### src/rtl/flag_sched_ctrl.sv
// flag_sched_ctrl: run/stop controller for a programmable clock-enable pulse.
// Emits a one-cycle clk_flag every div_act cycles, either for a finite burst
// or continuously until stop. Config arrives over a valid/ready port. While
// running, new config is held in a one-deep shadow and applied at a period
// wrap, so a period is never cut short.
// Optional feature macro: FLAG_SCHED_CLKOUT_EN adds a ~50% duty clk_out.
//
// state   | meaning
// --------+----------------------------------------------------------
// ST_IDLE | waiting for start; config writes go straight to active
// ST_RUN  | counting periods, issuing clk_flag; config goes to shadow
// ST_DONE | finite burst finished; pulse done for one cycle
module flag_sched_ctrl #(
  parameter int CNT_W       = 8,
  parameter int BURST_W     = 8,
  parameter int DIV_DEFAULT = 6
) (
  input  logic               sys_clk,
  input  logic               sys_rst_n,
  input  logic [CNT_W-1:0]   cfg_div,
  input  logic [BURST_W-1:0] cfg_burst,
  input  logic               cfg_valid,
  output logic               cfg_ready,
  input  logic               start,
  input  logic               stop,
  output logic               clk_flag,
  output logic               busy,
  output logic               done,
  output logic [BURST_W-1:0] flag_cnt
`ifdef FLAG_SCHED_CLKOUT_EN
  ,
  output logic               clk_out
`endif
);

  typedef enum logic [1:0] {
    ST_IDLE = 2'd0,
    ST_RUN  = 2'd1,
    ST_DONE = 2'd2
  } state_t;

  state_t             state;
  logic [CNT_W-1:0]   cnt;
  logic [CNT_W-1:0]   div_act;
  logic [CNT_W-1:0]   div_shd;
  logic [CNT_W-1:0]   div_clamped;
  logic [BURST_W-1:0] burst_act;
  logic [BURST_W-1:0] burst_shd;
  logic [BURST_W-1:0] flag_inc;
  logic               pend;
  logic               cfg_xfer;
  logic               wrap;
  logic               burst_end;

  // Ratios below 2 cannot produce a distinct single-cycle pulse, so clamp them.
  assign div_clamped = (cfg_div < CNT_W'(2)) ? CNT_W'(2) : cfg_div;
  assign cfg_ready   = (state == ST_RUN) ? !pend : 1'b1;
  assign cfg_xfer    = cfg_valid & cfg_ready;
  assign wrap        = (cnt == div_act - CNT_W'(1));
  assign flag_inc    = (flag_cnt == '1) ? flag_cnt : flag_cnt + BURST_W'(1);
  assign burst_end   = (burst_act != '0) && (flag_inc == burst_act);

  // Main sequencer: state, period counter, config registers and pulse outputs.
  always_ff @(posedge sys_clk or negedge sys_rst_n) begin
    if (!sys_rst_n) begin
      state     <= ST_IDLE;
      cnt       <= '0;
      flag_cnt  <= '0;
      clk_flag  <= 1'b0;
      done      <= 1'b0;
      busy      <= 1'b0;
      pend      <= 1'b0;
      div_act   <= CNT_W'(DIV_DEFAULT);
      burst_act <= '0;
      div_shd   <= '0;
      burst_shd <= '0;
    end else begin
      clk_flag <= 1'b0;
      done     <= 1'b0;
      case (state)
        ST_IDLE: begin
          if (cfg_xfer) begin
            div_act   <= div_clamped;
            burst_act <= cfg_burst;
          end
          if (start && !stop) begin
            state    <= ST_RUN;
            busy     <= 1'b1;
            cnt      <= '0;
            flag_cnt <= '0;
          end
        end
        ST_RUN: begin
          if (cfg_xfer) begin
            div_shd   <= div_clamped;
            burst_shd <= cfg_burst;
            pend      <= 1'b1;
          end
          if (stop) begin
            // Abort wins over a coincident wrap; flag count is kept for readback.
            state <= ST_IDLE;
            busy  <= 1'b0;
            cnt   <= '0;
          end else if (wrap) begin
            cnt      <= '0;
            clk_flag <= 1'b1;
            flag_cnt <= flag_inc;
            if (pend) begin
              div_act   <= div_shd;
              burst_act <= burst_shd;
              pend      <= 1'b0;
            end
            if (burst_end) begin
              state <= ST_DONE;
              busy  <= 1'b0;
            end
          end else begin
            cnt <= cnt + CNT_W'(1);
          end
        end
        ST_DONE: begin
          if (cfg_xfer) begin
            div_act   <= div_clamped;
            burst_act <= cfg_burst;
          end
          done  <= 1'b1;
          state <= ST_IDLE;
        end
        default: state <= ST_IDLE;
      endcase
    end
  end

`ifdef FLAG_SCHED_CLKOUT_EN
  // Divided clock: rises at each wrap, falls at the half-period point.
  always_ff @(posedge sys_clk or negedge sys_rst_n) begin
    if (!sys_rst_n) begin
      clk_out <= 1'b0;
    end else if (state != ST_RUN || stop) begin
      clk_out <= 1'b0;
    end else if (wrap) begin
      clk_out <= !burst_end;
    end else if (cnt == (div_act >> 1) - CNT_W'(1)) begin
      clk_out <= 1'b0;
    end
  end
`endif

endmodule
### config.mk
export PLATFORM = sky130hd
export DESIGN_NAME = flag_sched_ctrl
export DESIGN_NICKNAME = d
export VERILOG_FILES = /design/src/rtl/flag_sched_ctrl.sv
export SDC_FILE = /design/constraint.sdc
export NUM_CORES = 1
export LEC_CHECK = 0
export ABC_AREA = 1
export BUFFER_PORTS_ARGS = -buffer_cell sky130_fd_sc_hd__buf_4
export CAP_MARGIN = 20
export CORE_AREA = 2 2 75 91
export CTS_BUF_LIST = sky130_fd_sc_hd__clkbuf_8
export CTS_CLUSTER_DIAMETER = 30
export DETAILED_ROUTE_END_ITERATION = 16
export DIE_AREA = 0 0 77 93
export GPL_ROUTABILITY_DRIVEN = 0
export PLACE_DENSITY_LB_ADDON = 0.2
export SLEW_MARGIN = 20
export SYNTH_ARGS = -nofsm -noshare
export SYNTH_HDL_FRONTEND = slang
export SYNTH_SLANG_ARGS = --single-unit
### constraint.sdc
create_clock -name sys_clk -period 2.91 [get_ports sys_clk]
set_clock_uncertainty 0.1 [all_clocks]
set_input_delay 0.291 -clock sys_clk [delete_from_list [all_inputs] [get_ports sys_clk]]
set_output_delay 0.291 -clock sys_clk [all_outputs]
set_load 0.01 [all_outputs]
=== Word-level counts from Yosys, hierarchy flattened ===
Index checks and enable logic that the tools add are counted.

* Mux-type cells: 38
* Bitwise logic cells: 1
* Add/subtract/negate cells: 3
* $lt $le $gt $ge: 1
* Equality and inequality tests: 12
* Reductions and logical operators: 15

{| class="wikitable"
|+ Operator list
! operator !! number
|-
| $mux 8 || 15
|-
| $pmux 8 s2 || 4
|-
| $add 8x1->8 const B || 2
|-
| $eq 8x8->1 || 2
|-
| $mux 1 || 13
|-
| $eq 8x8->1 const B || 1
|-
| $lt 8x2->1 const B || 1
|-
| $mux 2 || 4
|-
| $ne 2x2->1 const B || 4
|-
| $reduce_and 4->1 || 2
|-
| $reduce_bool 8->1 || 1
|-
| $sub 8x1->8 const B || 1
|-
| $ne 3x3->1 const B || 2
|-
| $reduce_and 5->1 || 1
|-
| $pmux 2 s2 || 1
|-
| $reduce_and 2->1 || 2
|-
| $reduce_bool 2->1 || 2
|-
| $reduce_and 3->1 || 1
|-
| $eq 2x1->1 const B || 1
|-
| $eq 2x2->1 const B || 1
|-
| $logic_and 1x1->1 || 2
|-
| $logic_not 1->1 || 2
|-
| $logic_not 2->1 || 1
|-
| $ne 2x1->1 const B || 1
|-
| 3 further kinds || 3
|}

* Register bits after elaboration: 54
* Input port bits: 21
* Output and inout port bits: 12
* Logic and storage cells: 81

=== Logic depth before layout (Yosys ltp) ===
* Word-level depth: 8
* Depth in mapped cells: 14

=== Worst setup path after synthesis ===
OpenSTA, ideal clock, no wires.

* Path kind: register to register
* Start point: register div_act[1]
* End point: register burst_act[0]
* Required time: 2.684 ns
* Cell stages (with the launch flop): 13
* Path slack: 0.832 ns
* Data arrival time: 1.852 ns
* Cell sequence: dfstp_2 -> inv_1 -> ha_1 -> or2_1 -> nand2_1 -> nand2_1 -> nand2_1 -> nand3_1 -> nor2_1 -> nand2_2 -> a21oi_4 -> buf_4 -> o21ai_0

* Longest elaborated chain between the ends: 4

{| class="wikitable"
|+ RTL lines
! item !! line !! text
|-
| from (decl) || 44 || <nowiki>logic [CNT_W-1:0] div_act;</nowiki>
|-
| from (signal assigned) || 73 || <nowiki>div_act <= CNT_W'(DIV_DEFAULT);</nowiki>
|-
| from (signal assigned) || 83 || <nowiki>div_act <= div_clamped;</nowiki>
|-
| from (signal assigned) || 109 || <nowiki>div_act <= div_shd;</nowiki>
|-
| $sub 8x1->8 || 59 || <nowiki>assign wrap = (cnt == div_act - CNT_W'(1));</nowiki>
|-
| $eq 8x8->1 || 59 ||
|-
| $ne 2x2->1 (no line) || n/a ||
|-
| $reduce_and 5->1 (no line) || n/a ||
|-
| to (signal assigned) || 84 || <nowiki>burst_act <= cfg_burst;</nowiki>
|-
| to (signal assigned) || 110 || <nowiki>burst_act <= burst_shd;</nowiki>
|-
| to (signal assigned) || 124 || <nowiki>burst_act <= cfg_burst;</nowiki>
|-
| to (decl) || 47 || <nowiki>logic [BURST_W-1:0] burst_act;</nowiki>
|}

Every way passes these cells.
A chain may end at the register's enable or synchronous reset.

=== Worst setup path in the final report ===
* Start point: register div_act[1]
* End point: register div_act[2]

* Longest elaborated chain between the ends: 4

{| class="wikitable"
|+ RTL lines
! item !! line
|-
| $sub 8x1->8 || 59
|-
| $eq 8x8->1 || 59
|-
| $ne 2x2->1 (no line) || n/a
|-
| $reduce_and 5->1 (no line) || n/a
|}

Every way passes these cells.

==> flow_metrics.py <==
metrics = {
    "logic_synthesis": {
        "yosysSeqAreaShare": 0.4411,
        "synth-compound-area-share": 0.1329,
        "synth_top_cell_by_area": "dfrtp_1",
        "synthAdderAreaFrac": 0.01223,
        "ys_ff_latch": 54,
        "yosysUniqueCellTypes": 34,
        "synth_top_cell_area_share": 0.4240,
        "synth_area_um2": 3069,
        "synth_xor_area_frac": 0.04158,
        "synth_top_family_by_area": "simple AND/OR/NAND/NOR gates",
        "async_flop_share": 1.000,
        "synthCells": 413,
        "synth-simple-area-share": 0.2854,
        "synthMuxAreaShare": 0,
        "synthFlopType": "dfrtp_1",
        "ys_top_cells_by_area": "dfrtp_1, nand2_1, o21ai_0",
        "avgSynthCellArea_um2": 7.431,
        "synth_warnings": 0,
        "synth_edf_count": 0,
        "syn-num-nets": 437,
    },
    "clock_network": {
        "clockRootBuffer": "clkbuf_8",
        "numCtsBuffers": 5,
        "htreeDepth": 2,
        "clk_transition_reported_paths_ps": 110,
        "clock_path_buffers": 2,
        "clk_latency_ps": 320,
        "cts_tree": "built",
        "cts_setup_buffers": 0,
        "cts_sinks": 54,
    },
    "floorplanning": {
        "die_area_um2": 7161,
        "core_um2": 6326,
        "rows": 32,
        "num_io_pins": 33,
        "die_y_um": 93,
        "dieWidth_um": 77,
        "start_util": 0.4852,
    },
    "detailed_routing": {
        "drt_wl_total_mm": 6.019,
        "avgViaCountPerCell": 4.804,
        "ant_nets": 0,
        "drcViolationCount": 0,
        "dr.pass1.iters": 4,
        "num_vias": 2551,
        "drt_iter0_drc": 187,
        "post_drt_wl_per_cell_um": 11.34,
    },
    "worst_setup_path": {
        "regToRegSetupSlack_ps": 570,
        "critPathKind": "register to register",
        "crit_path_frequent_cell": "nand2_1",
        "reg2reg_to": "div_act[2]",
        "r2r_start": "div_act[1]",
        "critPathArrivalTime_ps": 2480,
        "cp_cell_sequence": "inv_1 > ha_1 > or2_1 > nand2_1 > nand2_1 > nand2_1 > nand3_1 > nor2_1 > nand2_2 > a21oi_4 > buf_4 > nor2_1 > a21oi_1",
        "max_stage_delay_ps": 550,
        "start_kind": "register",
        "critPathLaunch": "div_act[1]",
        "crit_required_ps": 3050,
        "crit_path_end": "div_act[2]",
        "worst-r2r-cell-count": 13,
        "endpoint_kind": "register",
        "crit_path_max_fanout": 32,
        "cpMaxStageDelayCell": "dfstp_2",
    },
    "global_routing": {
        "grt_max_degree": 55,
        "grt_usage": 0.1783,
        "antenna_found_initial": 0,
        "grt_pass1_wl_mm": 10.35,
        "grt_pass1_vias": 2267,
        "grt-ovfl-total": 0,
    },
    "sta": {
        "fin_crit_sh": 0.8039,
        "rsz0062_at_grt": "false",
        "setup_tns_ps": 0,
        "finalHoldViolations": 0,
        "min_period_ps": 2339,
        "relSlewSlack": 0.4718,
        "fmax_ghz": 0.4275,
        "finalSetupViolCount": 0,
        "worstMarginPinSlew_ps": 791.5,
        "drv_slew": 0,
    },
    "placed_design": {
        "hpwl_mm": 4.373,
        "dpl-instance-area_um2": 3367,
        "port_buffers": 32,
        "dpl.cell_count": 522,
    },
    "final_layout": {
        "nNetsFinal": 469,
        "antenna-diode-count": 0,
        "final_cells": 531,
        "seq_area_um2": 1354,
        "fill_cells": 638,
        "final_area_um2": 3493,
        "synthToLayoutAreaGrowth_pct": 13.82,
        "drive_gt1_frac": 0.1368,
        "multi_input_area_um2": 1449,
    },
    "pwr": {
        "power.density_nw_per_um2": 672.6,
        "peakVddDrop_uv": 331.7,
        "power.leakage_uw": 0.001725,
    },
    "job": {
        "drv_cap": 0,
    },
    "hold_path": {
        "min_path_type": "input pin to register",
    },
    "run_status": {
        "status": "finished, final reports clean",
    },
}
layout by cell type (no fill, tap or decap), drive strengths merged:
cell / synthesis / routed
and2: 1 / 1
nand3: 28 / 28
xnor2: 7 / 7
nor2: 37 / 37
nand4: 3 / 3
clkbuf: 6 / 5
nand2: 130 / 130
a21oi: 6 / 6
dfstp: 2 / 2
buf: 4 / 34
o31ai: 4 / 4
o21ai: 59 / 59
nand3b: 1 / 1
o21a: 2 / 2
a22o: 1 / 1
or2: 3 / 3
bufinv: 0 / 1
xor2: 5 / 5
ha: 3 / 3
dfrtp: 52 / 52
xnor3: 1 / 1
nor3: 2 / 2
dlygate4sd3: 0 / 1
inv: 54 / 56
nor4: 1 / 1
o21ba: 1 / 1
cell usage after synthesis, drive strengths merged, types with 2 or more instances:
| master | number |
|---|---|
| nand2 | 130 |
| o21ai | 59 |
| inv | 54 |
| dfrtp | 52 |
| nor2 | 37 |
| nand3 | 28 |
| xnor2 | 7 |
| a21oi | 6 |
| clkbuf | 6 |
| xor2 | 5 |
| buf | 4 |
| o31ai | 4 |
| ha | 3 |
| nand4 | 3 |
| or2 | 3 |
| dfstp | 2 |
| nor3 | 2 |
| o21a | 2 |
per-layer routing:
layer / share of wire / vias up / GRT usage
met3: 0.040 / 10 / 0.03378
met1: 0.53 / 1119 / 0.2651
li1: - / 1374 / -
met2: 0.41 / 48 / 0.2617
met4: 0.018 / 0 / 0.06101
met5: 0 / - / 0
kinds of logic after synthesis:
| logic type | after synthesis |
|---|---|
| DFF | 54 |
| buffers and inverters | 64 |
| and+or+nand+nor | 206 |
| adders and majority gates | 3 |
| xor gates and xnor gates | 13 |
| AOI/OAI and AO/OA | 73 |
stage by stage:
stage / hold WS, ps / total power [µW] / utilization / setup WS, ps
floorplan: -104.6 / 1648 / - / 832.1
global placement: 280.3 / 1812 / 0.5322 / 662.3
detailed placement: 284.5 / 1834 / 0.5322 / 614.1
CTS: 117.1 / 2372 / 0.5522 / 587.1
global route: 144.0 / 2536 / 0.5522 / 425.2
finish: 128.7 / 2350 / 0.5522 / 570.8
final cells by class:
type	count	area share
Clock inverter	3	0.01361
Inverter	54	0.05802
Multi-Input combinational cell	295	0.4148
Clock buffer	5	0.01970
Timing Repair Buffer	35	0.07593
Tap cell	85	0.03044
Sequential cell	54	0.3875
registers in the layout (all words and copies together), names as in the netlist:
signal / flops
burst_act: 8
burst_shd: 8
cnt: 8
div_act: 8
div_shd: 8
flag_cnt: 8
state: 2
busy: 1
clk_flag: 1
done: 1
pend: 1
critical path, delay by kind of cell (launching register included):
kind / cells / cell delay, ps
compound gates: 2 / 250
fa+ha+maj: 1 / 220
buf+inv: 2 / 340
flops: 1 / 550
simple gates: 8 / 810
power by group:
group,total (µW),switching (µW),internal (µW)
clock,532,269,263
sequential,1090,135,957
combinational,725,425,300
timing repair:
item	4_1_cts	5_1_grt
hold buffers	1	0
endpoints found under the hold margin	52	0
resized for setup	0	0
how the worst min path moves through the flow:
stage	from	to	slack [ps]	cells past startpoint
after floorplan	sys_rst_n	burst_act[0]	-100	0
after global placement	sys_rst_n	burst_shd[6]	280	1
after detailed placement	sys_rst_n	burst_shd[3]	280	1
after CTS	cfg_burst[7]	burst_shd[7]	120	3
after global routing	cfg_burst[7]	burst_shd[7]	140	3
final	cfg_burst[7]	burst_shd[7]	130	3
(Power assumes the default switching activity.)
